===== config.mk =====
export PLATFORM = sky130hd
export DESIGN_NAME = iic_target_regfile_flat
export DESIGN_NICKNAME = d
export VERILOG_FILES = /design/src/rtl/iic_target_pkg.sv /design/src/rtl/iic_target_regfile_if.sv /design/src/rtl/iic_line_filter.sv /design/src/rtl/iic_target_regfile.sv /design/src/flat_wrapper.sv
export SDC_FILE = /design/constraint.sdc
export NUM_CORES = 1
export LEC_CHECK = 0
export ABC_AREA = 1
export ABC_CLOCK_PERIOD_IN_PS = 1800
export BUFFER_PORTS_ARGS = -buffer_cell sky130_fd_sc_hd__buf_2
export CAP_MARGIN = 20
export CELL_PAD_IN_SITES_DETAIL_PLACEMENT = 0
export CELL_PAD_IN_SITES_GLOBAL_PLACEMENT = 1
export CORE_ASPECT_RATIO = 0.6
export CORE_MARGIN = 4
export CORE_UTILIZATION = 44
export DETAILED_ROUTE_END_ITERATION = 8
export PLACE_DENSITY_LB_ADDON = 0.1
export SETUP_SLACK_MARGIN = 0.5
export SLEW_MARGIN = 20
export SYNTH_ARGS = -nofsm -noshare
export SYNTH_HDL_FRONTEND = slang
export SYNTH_SLANG_ARGS = --single-unit

===== constraint.sdc =====
create_clock -name CLK -period 1.8 [get_ports CLK]
set_input_delay 0.45 -clock CLK [delete_from_list [all_inputs] [get_ports CLK]]
set_output_delay 0.45 -clock CLK [all_outputs]
set_load 0.005 [all_outputs]

===== src/rtl/iic_target_pkg.sv =====
// Shared types and constants for the I2C target register window.
package iic_target_pkg;

  localparam int unsigned BYTE_BITS = 8;
  localparam int unsigned CNT_W     = 4;

  localparam logic ACK  = 1'b0;
  localparam logic NACK = 1'b1;

  typedef enum logic [3:0] {
    IDLE,
    ADDR,
    ADDR_ACK,
    WR_PTR,
    WR_DATA,
    WR_ACK,
    RD_DATA,
    RD_ACK,
    WAIT_STOP
  } state_e;

  // Shift one received bit into a byte, MSB first.
  function automatic logic [BYTE_BITS-1:0] shift_in(input logic [BYTE_BITS-1:0] cur,
                                                    input logic bit_in);
    return {cur[BYTE_BITS-2:0], bit_in};
  endfunction

endpackage


===== src/rtl/iic_target_regfile_if.sv =====
// I2C pad signals plus the register-window port of the target.
interface iic_target_regfile_if
  import iic_target_pkg::*;
#(
  parameter int unsigned PTR_W = 4
);

  logic                 SCL_I;
  logic                 SDA_I;
  logic                 SDA_O;
  logic                 SDA_T;
  logic [PTR_W-1:0]     REG_ADDR;
  logic [BYTE_BITS-1:0] REG_WDATA;
  logic                 REG_WE;
  logic                 REG_RE;
  logic [BYTE_BITS-1:0] REG_RDATA;
  logic                 BUSY;

  modport slave (
    input  SCL_I, SDA_I, REG_RDATA,
    output SDA_O, SDA_T, REG_ADDR, REG_WDATA, REG_WE, REG_RE, BUSY
  );

  modport master (
    output SCL_I, SDA_I, REG_RDATA,
    input  SDA_O, SDA_T, REG_ADDR, REG_WDATA, REG_WE, REG_RE, BUSY
  );

endinterface


===== src/rtl/iic_line_filter.sv =====
// Two-flop synchroniser, run-length glitch filter and edge pulses for one I2C line.
module iic_line_filter #(
  parameter int unsigned FILTER_LEN = 3
) (
  input  logic clk,
  input  logic rst_n,
  input  logic raw,
  output logic level,
  output logic rise,
  output logic fall
);

  localparam int unsigned CNT_W = (FILTER_LEN > 1) ? $clog2(FILTER_LEN) : 1;

  logic [1:0]       sync;
  logic [CNT_W-1:0] cnt;

  // Level flips only after FILTER_LEN consecutive samples disagree with it.
  always_ff @(posedge clk or negedge rst_n) begin
    if (!rst_n) begin
      sync  <= 2'b11;
      level <= 1'b1;
      cnt   <= '0;
      rise  <= 1'b0;
      fall  <= 1'b0;
    end else begin
      sync <= {sync[0], raw};
      rise <= 1'b0;
      fall <= 1'b0;
      if (sync[1] == level) begin
        cnt <= '0;
      end else if (cnt == CNT_W'(FILTER_LEN - 1)) begin
        level <= sync[1];
        cnt   <= '0;
        rise  <= sync[1];
        fall  <= ~sync[1];
      end else begin
        cnt <= cnt + CNT_W'(1);
      end
    end
  end

endmodule


===== src/rtl/iic_target_regfile.sv =====
// I2C target exposing an auto-incrementing register window (EEPROM-style pointer).
module iic_target_regfile
  import iic_target_pkg::*;
#(
  parameter logic [6:0]  DEV_ADDR   = 7'h50,
  parameter int unsigned FILTER_LEN = 3,
  parameter int unsigned PTR_W      = 4
) (
  input  logic                 CLK,
  input  logic                 RESET_N,
  iic_target_regfile_if.slave  bus
);

  logic scl_lvl, scl_rise, scl_fall;
  logic sda_lvl, sda_rise, sda_fall;

  iic_line_filter #(.FILTER_LEN(FILTER_LEN)) u_scl_filt (
    .clk   (CLK),
    .rst_n (RESET_N),
    .raw   (bus.SCL_I),
    .level (scl_lvl),
    .rise  (scl_rise),
    .fall  (scl_fall)
  );

  iic_line_filter #(.FILTER_LEN(FILTER_LEN)) u_sda_filt (
    .clk   (CLK),
    .rst_n (RESET_N),
    .raw   (bus.SDA_I),
    .level (sda_lvl),
    .rise  (sda_rise),
    .fall  (sda_fall)
  );

  state_e               state;
  logic [CNT_W-1:0]     bit_cnt;
  logic [BYTE_BITS-1:0] shreg;
  logic [BYTE_BITS-1:0] wdata;
  logic [PTR_W-1:0]     ptr;
  logic                 rw;
  logic                 ack_on;
  logic                 sda_t;
  logic                 reg_we;
  logic                 reg_re;
  logic                 rd_pend;
  logic                 busy;

  logic                 start_c;
  logic                 stop_c;
  logic                 last_bit_c;
  logic                 addr_hit_c;
  logic [BYTE_BITS-1:0] byte_c;

  assign start_c    = sda_fall & scl_lvl;
  assign stop_c     = sda_rise & scl_lvl;
  assign byte_c     = shift_in(shreg, sda_lvl);
  assign last_bit_c = (bit_cnt == CNT_W'(BYTE_BITS - 1));
  assign addr_hit_c = (byte_c[BYTE_BITS-1:1] == DEV_ADDR) && (DEV_ADDR != 7'd0);

  always_ff @(posedge CLK or negedge RESET_N) begin
    if (!RESET_N) begin
      state   <= IDLE;
      bit_cnt <= '0;
      shreg   <= '0;
      wdata   <= '0;
      ptr     <= '0;
      rw      <= 1'b0;
      ack_on  <= 1'b0;
      sda_t   <= 1'b1;
      reg_we  <= 1'b0;
      reg_re  <= 1'b0;
      rd_pend <= 1'b0;
      busy    <= 1'b0;
    end else begin
      reg_we  <= 1'b0;
      reg_re  <= 1'b0;
      rd_pend <= reg_re;

      // Post-access pointer bump; runs even if STOP lands right after the strobe.
      if (reg_we) begin
        ptr <= ptr + PTR_W'(1);
      end
      if (rd_pend) begin
        shreg <= bus.REG_RDATA;
        ptr   <= ptr + PTR_W'(1);
      end

      if (stop_c) begin
        state   <= IDLE;
        sda_t   <= 1'b1;
        busy    <= 1'b0;
        bit_cnt <= '0;
        ack_on  <= 1'b0;
      end else if (start_c) begin
        state   <= ADDR;
        sda_t   <= 1'b1;
        busy    <= 1'b1;
        bit_cnt <= '0;
        ack_on  <= 1'b0;
      end else begin
        case (state)
          IDLE: begin
            sda_t <= 1'b1;
          end

          ADDR: begin
            if (scl_rise) begin
              shreg <= byte_c;
              if (last_bit_c) begin
                bit_cnt <= '0;
                if (addr_hit_c) begin
                  state  <= ADDR_ACK;
                  rw     <= sda_lvl;
                  reg_re <= sda_lvl;
                end else begin
                  state <= WAIT_STOP;
                end
              end else begin
                bit_cnt <= bit_cnt + CNT_W'(1);
              end
            end
          end

          // First fall starts the ACK, second fall ends it.
          ADDR_ACK, WR_ACK: begin
            if (scl_fall) begin
              if (!ack_on) begin
                sda_t  <= ACK;
                ack_on <= 1'b1;
              end else begin
                ack_on  <= 1'b0;
                bit_cnt <= '0;
                if (state == WR_ACK) begin
                  sda_t <= 1'b1;
                  state <= WR_DATA;
                end else if (rw) begin
                  sda_t   <= shreg[BYTE_BITS-1];
                  shreg   <= shift_in(shreg, 1'b0);
                  bit_cnt <= CNT_W'(1);
                  state   <= RD_DATA;
                end else begin
                  sda_t <= 1'b1;
                  state <= WR_PTR;
                end
              end
            end
          end

          WR_PTR, WR_DATA: begin
            if (scl_rise) begin
              shreg <= byte_c;
              if (last_bit_c) begin
                bit_cnt <= '0;
                state   <= WR_ACK;
                if (state == WR_PTR) begin
                  ptr <= byte_c[PTR_W-1:0];
                end else begin
                  reg_we <= 1'b1;
                  wdata  <= byte_c;
                end
              end else begin
                bit_cnt <= bit_cnt + CNT_W'(1);
              end
            end
          end

          // bit_cnt counts bits already placed on the line.
          RD_DATA: begin
            if (scl_fall) begin
              if (bit_cnt == CNT_W'(BYTE_BITS)) begin
                sda_t   <= 1'b1;
                bit_cnt <= '0;
                state   <= RD_ACK;
              end else begin
                sda_t   <= shreg[BYTE_BITS-1];
                shreg   <= shift_in(shreg, 1'b0);
                bit_cnt <= bit_cnt + CNT_W'(1);
              end
            end
          end

          RD_ACK: begin
            if (scl_rise) begin
              if (sda_lvl == ACK) begin
                reg_re <= 1'b1;
                state  <= RD_DATA;
              end else begin
                state <= WAIT_STOP;
              end
            end
          end

          WAIT_STOP: begin
            sda_t <= 1'b1;
          end

          default: begin
            state <= IDLE;
            sda_t <= 1'b1;
          end
        endcase
      end
    end
  end

  assign bus.SDA_O     = 1'b0;
  assign bus.SDA_T     = sda_t;
  assign bus.REG_ADDR  = ptr;
  assign bus.REG_WDATA = wdata;
  assign bus.REG_WE    = reg_we;
  assign bus.REG_RE    = reg_re;
  assign bus.BUSY      = busy;

endmodule


===== src/flat_wrapper.sv =====
// flat-port wrapper written by rule: the top's interface ports become plain ports
module iic_target_regfile_flat import iic_target_pkg::*;
#(
  parameter logic [6:0]  DEV_ADDR   = 7'h50,
  parameter int unsigned FILTER_LEN = 3,
  parameter int unsigned PTR_W      = 4
)
  (CLK, RESET_N, bus_SCL_I, bus_SDA_I, bus_REG_RDATA, bus_SDA_O, bus_SDA_T, bus_REG_ADDR, bus_REG_WDATA, bus_REG_WE, bus_REG_RE, bus_BUSY);
  iic_target_regfile_if #(.PTR_W(PTR_W)) bus_i ();
  input  logic CLK;
  input  logic RESET_N;
  input wire logic [$bits(bus_i.SCL_I)-1:0] bus_SCL_I;
  input wire logic [$bits(bus_i.SDA_I)-1:0] bus_SDA_I;
  input wire logic [$bits(bus_i.REG_RDATA)-1:0] bus_REG_RDATA;
  output wire logic [$bits(bus_i.SDA_O)-1:0] bus_SDA_O;
  output wire logic [$bits(bus_i.SDA_T)-1:0] bus_SDA_T;
  output wire logic [$bits(bus_i.REG_ADDR)-1:0] bus_REG_ADDR;
  output wire logic [$bits(bus_i.REG_WDATA)-1:0] bus_REG_WDATA;
  output wire logic [$bits(bus_i.REG_WE)-1:0] bus_REG_WE;
  output wire logic [$bits(bus_i.REG_RE)-1:0] bus_REG_RE;
  output wire logic [$bits(bus_i.BUSY)-1:0] bus_BUSY;
  assign bus_i.SCL_I = bus_SCL_I;
  assign bus_i.SDA_I = bus_SDA_I;
  assign bus_i.REG_RDATA = bus_REG_RDATA;
  assign bus_SDA_O = bus_i.SDA_O;
  assign bus_SDA_T = bus_i.SDA_T;
  assign bus_REG_ADDR = bus_i.REG_ADDR;
  assign bus_REG_WDATA = bus_i.REG_WDATA;
  assign bus_REG_WE = bus_i.REG_WE;
  assign bus_REG_RE = bus_i.REG_RE;
  assign bus_BUSY = bus_i.BUSY;
  iic_target_regfile #(.DEV_ADDR(DEV_ADDR), .FILTER_LEN(FILTER_LEN), .PTR_W(PTR_W)) u_core (.CLK(CLK), .RESET_N(RESET_N), .bus(bus_i));
endmodule

==> impl_metrics.env <==
export IMPL_fin_nets=423
export IMPL_seq_area_frac_synth_pct=45.6
export IMPL_die_area_um2=7520
export IMPL_critPathTopFamily="simple AND/OR/NAND/NOR gates"
export IMPL_synth_flop_cell="dfrtp_1"
export IMPL_clk_pin_slew_worst_paths_ns=0.09
export IMPL_syn_num_nets=351
export IMPL_rsz0062_at_grt="yes"
export IMPL_drt_iter0_drc=186
export IMPL_synth_area_top_cells="dfrtp_1 (39%), nand2_1 (13%), dfstp_2 (6.8%)"
export IMPL_worstPathCellList="buf_6, nor2_4, nand2_4, nand3_4, buf_4, nand3_1, nand2_1, nor2_4, nand3_1, nand2_1"
export IMPL_drt_pass1_iterations=5
export IMPL_drv_cap=0
export IMPL_drt_wl_total_um=7130
export IMPL_grt_total_usage_pct=19.9
export IMPL_synth_cells=336
export IMPL_power_density_nw_per_um2=684
export IMPL_dp_hpwl_um=4820
export IMPL_coreArea_um2=5750
export IMPL_cp_required_ns=2.01
export IMPL_crit_fanout=7
export IMPL_vias=2507
export IMPL_path_class="reg2reg"
export IMPL_insertion_delay_ns=0.31
export IMPL_grt_pass1_vias=2231
export IMPL_clock_skew_ns=0.00586
export IMPL_root_buffer="clkbuf_8"
export IMPL_num_antenna_cells=0
export IMPL_syn_area_um2=2710
export IMPL_synth_cell_type_count=42
export IMPL_p_leak_nw=1.86
export IMPL_syn_to_final_growth_pct=35.8
export IMPL_synth_edf_count=0
export IMPL_numCtsBuffers=5
export IMPL_cp_num_cells=10
export IMPL_total_power_mw=2.52
export IMPL_netlist_area_leader_share_pct=38.8
export IMPL_h_tree_depth=2
export IMPL_grt_start_max_net_pins=36
export IMPL_ant_nets=0
export IMPL_numPortBuffers=27
export IMPL_endpoint_kind="register"
export IMPL_crit_arrival_ns=1.88
export IMPL_hold_viol=0
export IMPL_startpoint_type="register"
export IMPL_hold_class="in2async"
export IMPL_path_buf_inv=2
export IMPL_avgSynthCellArea_um2=8.07
export IMPL_grt_pass1_wl_um=11300
export IMPL_synth_seq_cells=49
export IMPL_viasPerCell=5.13
export IMPL_die_width_um=109
export IMPL_setup_tns_final_ns=0
export IMPL_rows=21
export IMPL_status="finished, final reports clean"
export IMPL_yosys_area_top_type="dfrtp_1"
export IMPL_dieHeight_um=68.8
export IMPL_drc=0
export IMPL_cts_path_max_buffers=2
export IMPL_setup_viol=0
export IMPL_gp_congestion=0.877
export IMPL_synth_async_reset_ratio_pct=100
export IMPL_min_period_over_period_pct=92.9
export IMPL_slew_violations=0
export IMPL_initial_utilization_pct=47.1
export IMPL_drive_gt1_share_pct=40.6
export IMPL_cts_tree="built"
export IMPL_crit_path_top_delay_cell="dfrtp_1"
export IMPL_grt_overflow=0
export IMPL_min_period_ns=1.67
export IMPL_ir_drop_mv=0.534
export IMPL_routedWlPerCell_um=14.6
export IMPL_pin_count=29
export IMPL_reg2reg_slack_ns=0.13
export IMPL_max_stage_delay_ns=0.42
export IMPL_clkSinkCount=49
export IMPL_grt_antenna_before_repair=0
export IMPL_rr_worst_depth=10
export IMPL_yosys_warnings=0
export IMPL_fmax_mhz=598
[registers in the layout, indices dropped and copies added (netlist names)]
| signal | flops |
|---|---|
| u_core.ack_on | 1 |
| u_core.bit_cnt | 4 |
| u_core.bus.BUSY | 1 |
| u_core.bus.REG_ADDR | 4 |
| u_core.bus.REG_RE | 1 |
| u_core.bus.REG_WDATA | 8 |
| u_core.bus.REG_WE | 1 |
| u_core.bus.SDA_T | 1 |
| u_core.rd_pend | 1 |
| u_core.rw | 1 |
| u_core.shreg | 8 |
| u_core.state | 4 |
| u_core.u_scl_filt.cnt | 2 |
| u_core.u_scl_filt.fall | 1 |
| u_core.u_scl_filt.level | 1 |
| u_core.u_scl_filt.rise | 1 |
| u_core.u_scl_filt.sync | 2 |
| u_core.u_sda_filt.cnt | 2 |
| u_core.u_sda_filt.fall | 1 |
| u_core.u_sda_filt.level | 1 |
| u_core.u_sda_filt.rise | 1 |
| u_core.u_sda_filt.sync | 2 |
[layout by cell type (no fill, tap or decap), drive strengths merged]
| cell type | instances |
|---|---|
| a211oi | 1 |
| inv | 36 |
| and3 | 2 |
| o211ai | 1 |
| clkbuf | 7 |
| xnor2 | 2 |
| o21ai | 27 |
| nor3 | 6 |
| dfrtp | 42 |
| nand3 | 36 |
| mux2 | 1 |
| dfstp | 7 |
| or2 | 1 |
| conb | 1 |
| ha | 3 |
| nand3b | 1 |
| clkinv | 1 |
| xor2 | 5 |
| buf | 69 |
| nor2 | 33 |
| nand2 | 104 |
| nand4 | 10 |
| a21oi | 8 |
| and2 | 1 |
| a31oi | 2 |
| a21boi | 1 |
| clkinvlp | 1 |
[worst reg2reg max path, cell delays in order, from the launching register on]
cell     delay [ns]
dfrtp_1        0.42
buf_6          0.14
nor2_4         0.19
nand2_4        0.10
nand3_4        0.16
buf_4          0.14
nand3_1        0.09
nand2_1        0.15
nor2_4         0.06
nand3_1        0.07
nand2_1        0.05
[logic make-up after synthesis]
family / after synthesis / share of synthesized area (%)
AND/OR/NAND/NOR: 193 / 34.5
flip-flops: 49 / 45.6
buffers and inverters: 42 / 7.25
AO/OA/AOI/OAI: 40 / 8.45
XOR/XNOR: 7 / 2.26
adder cells (fa/ha/maj): 3 / 1.39
other: 1 / 0.138
multiplexers: 1 / 0.415
[worst paths after layout]
check	end	startpoint
max	u_core.bit_cnt[1]	u_core.state[2]
max reg2reg	u_core.bit_cnt[1]	u_core.state[2]
min in group CLK	u_core.u_scl_filt.sync[0]	bus_SCL_I
min reg2reg	u_core.u_scl_filt.sync[1]	u_core.u_scl_filt.sync[0]
min	u_core.bus.REG_WDATA[7]	RESET_N
max in group asynchronous	u_core.bus.SDA_T	RESET_N
[layer usage]
layer / vias to the layer above / wire length (µm) / track usage (%)
met3: 7 / 594 / 5.95
li1: 1242 / - / -
met2: 86 / 2850 / 26.5
met4: 0 / 48 / 4.35
met5: - / 0 / 0
met1: 1172 / 3640 / 31.1
[repair_timing]
item	CTS	global route
setup endpoints to repair	36	52
gates resized for setup	35	39
buffers inserted	18	19
gates cloned	1	1
pin swaps	16	25
hold buffers	0	0
[metrics by stage]
step | utilization [%] | hold slack (ns) | cell area, µm² | std cells | setup slack [ns]
2_1_floorplan | - | 0.154 | 2750 | 336 | 0.292
3_3_place_gp | 51.6 | 0.347 | 2970 | 442 | 0.0883
4_1_cts | 58.6 | 0.0518 | 3370 | 469 | 0.174
3_5_place_dp | 51.6 | 0.348 | 2970 | 442 | 0.0955
6_report | 63.9 | 0.0489 | 3680 | 489 | 0.128
5_1_grt | 63.9 | 0.0639 | 3680 | 489 | 0.0520
[final cells by class]
type	count	area, µm²
clock buffers	7	96.3
multi-input cells	246	1570
repair buffers	69	509
inverters	36	148
well taps	80	100
flip-flops and latches	49	1240
repair inverters	1	7.51
clock inverters	1	8.76
fillers	483	2070
[Yosys cell counts, types with 2 or more instances]
| cell | n |
|---|---|
| a31oi_1 | 2 |
| nand3_2 | 5 |
| nand3_1 | 29 |
| nand2_1 | 95 |
| nor2_2 | 4 |
| dfstp_2 | 7 |
| and3_1 | 2 |
| inv_2 | 2 |
| nand2_2 | 7 |
| xor2_1 | 5 |
| dfrtp_1 | 42 |
| ha_1 | 3 |
| nor2_1 | 25 |
| nor2_4 | 3 |
| o21ai_0 | 17 |
| nand3_4 | 2 |
| nand4_1 | 10 |
| nor3_1 | 5 |
| inv_4 | 2 |
| xnor2_1 | 2 |
| nand2_4 | 2 |
| o21ai_1 | 8 |
| inv_1 | 31 |
| a21oi_1 | 8 |
[power by group]
group	internal [mW]	leakage [nW]	switching [mW]	total, mW
sequential	1.22	0.611	0.0925	1.31
clock	0.355	0.0549	0.381	0.736
combinational	0.201	1.20	0.269	0.470
total	1.78	1.86	0.743	2.52
(Power assumes the default switching activity.)
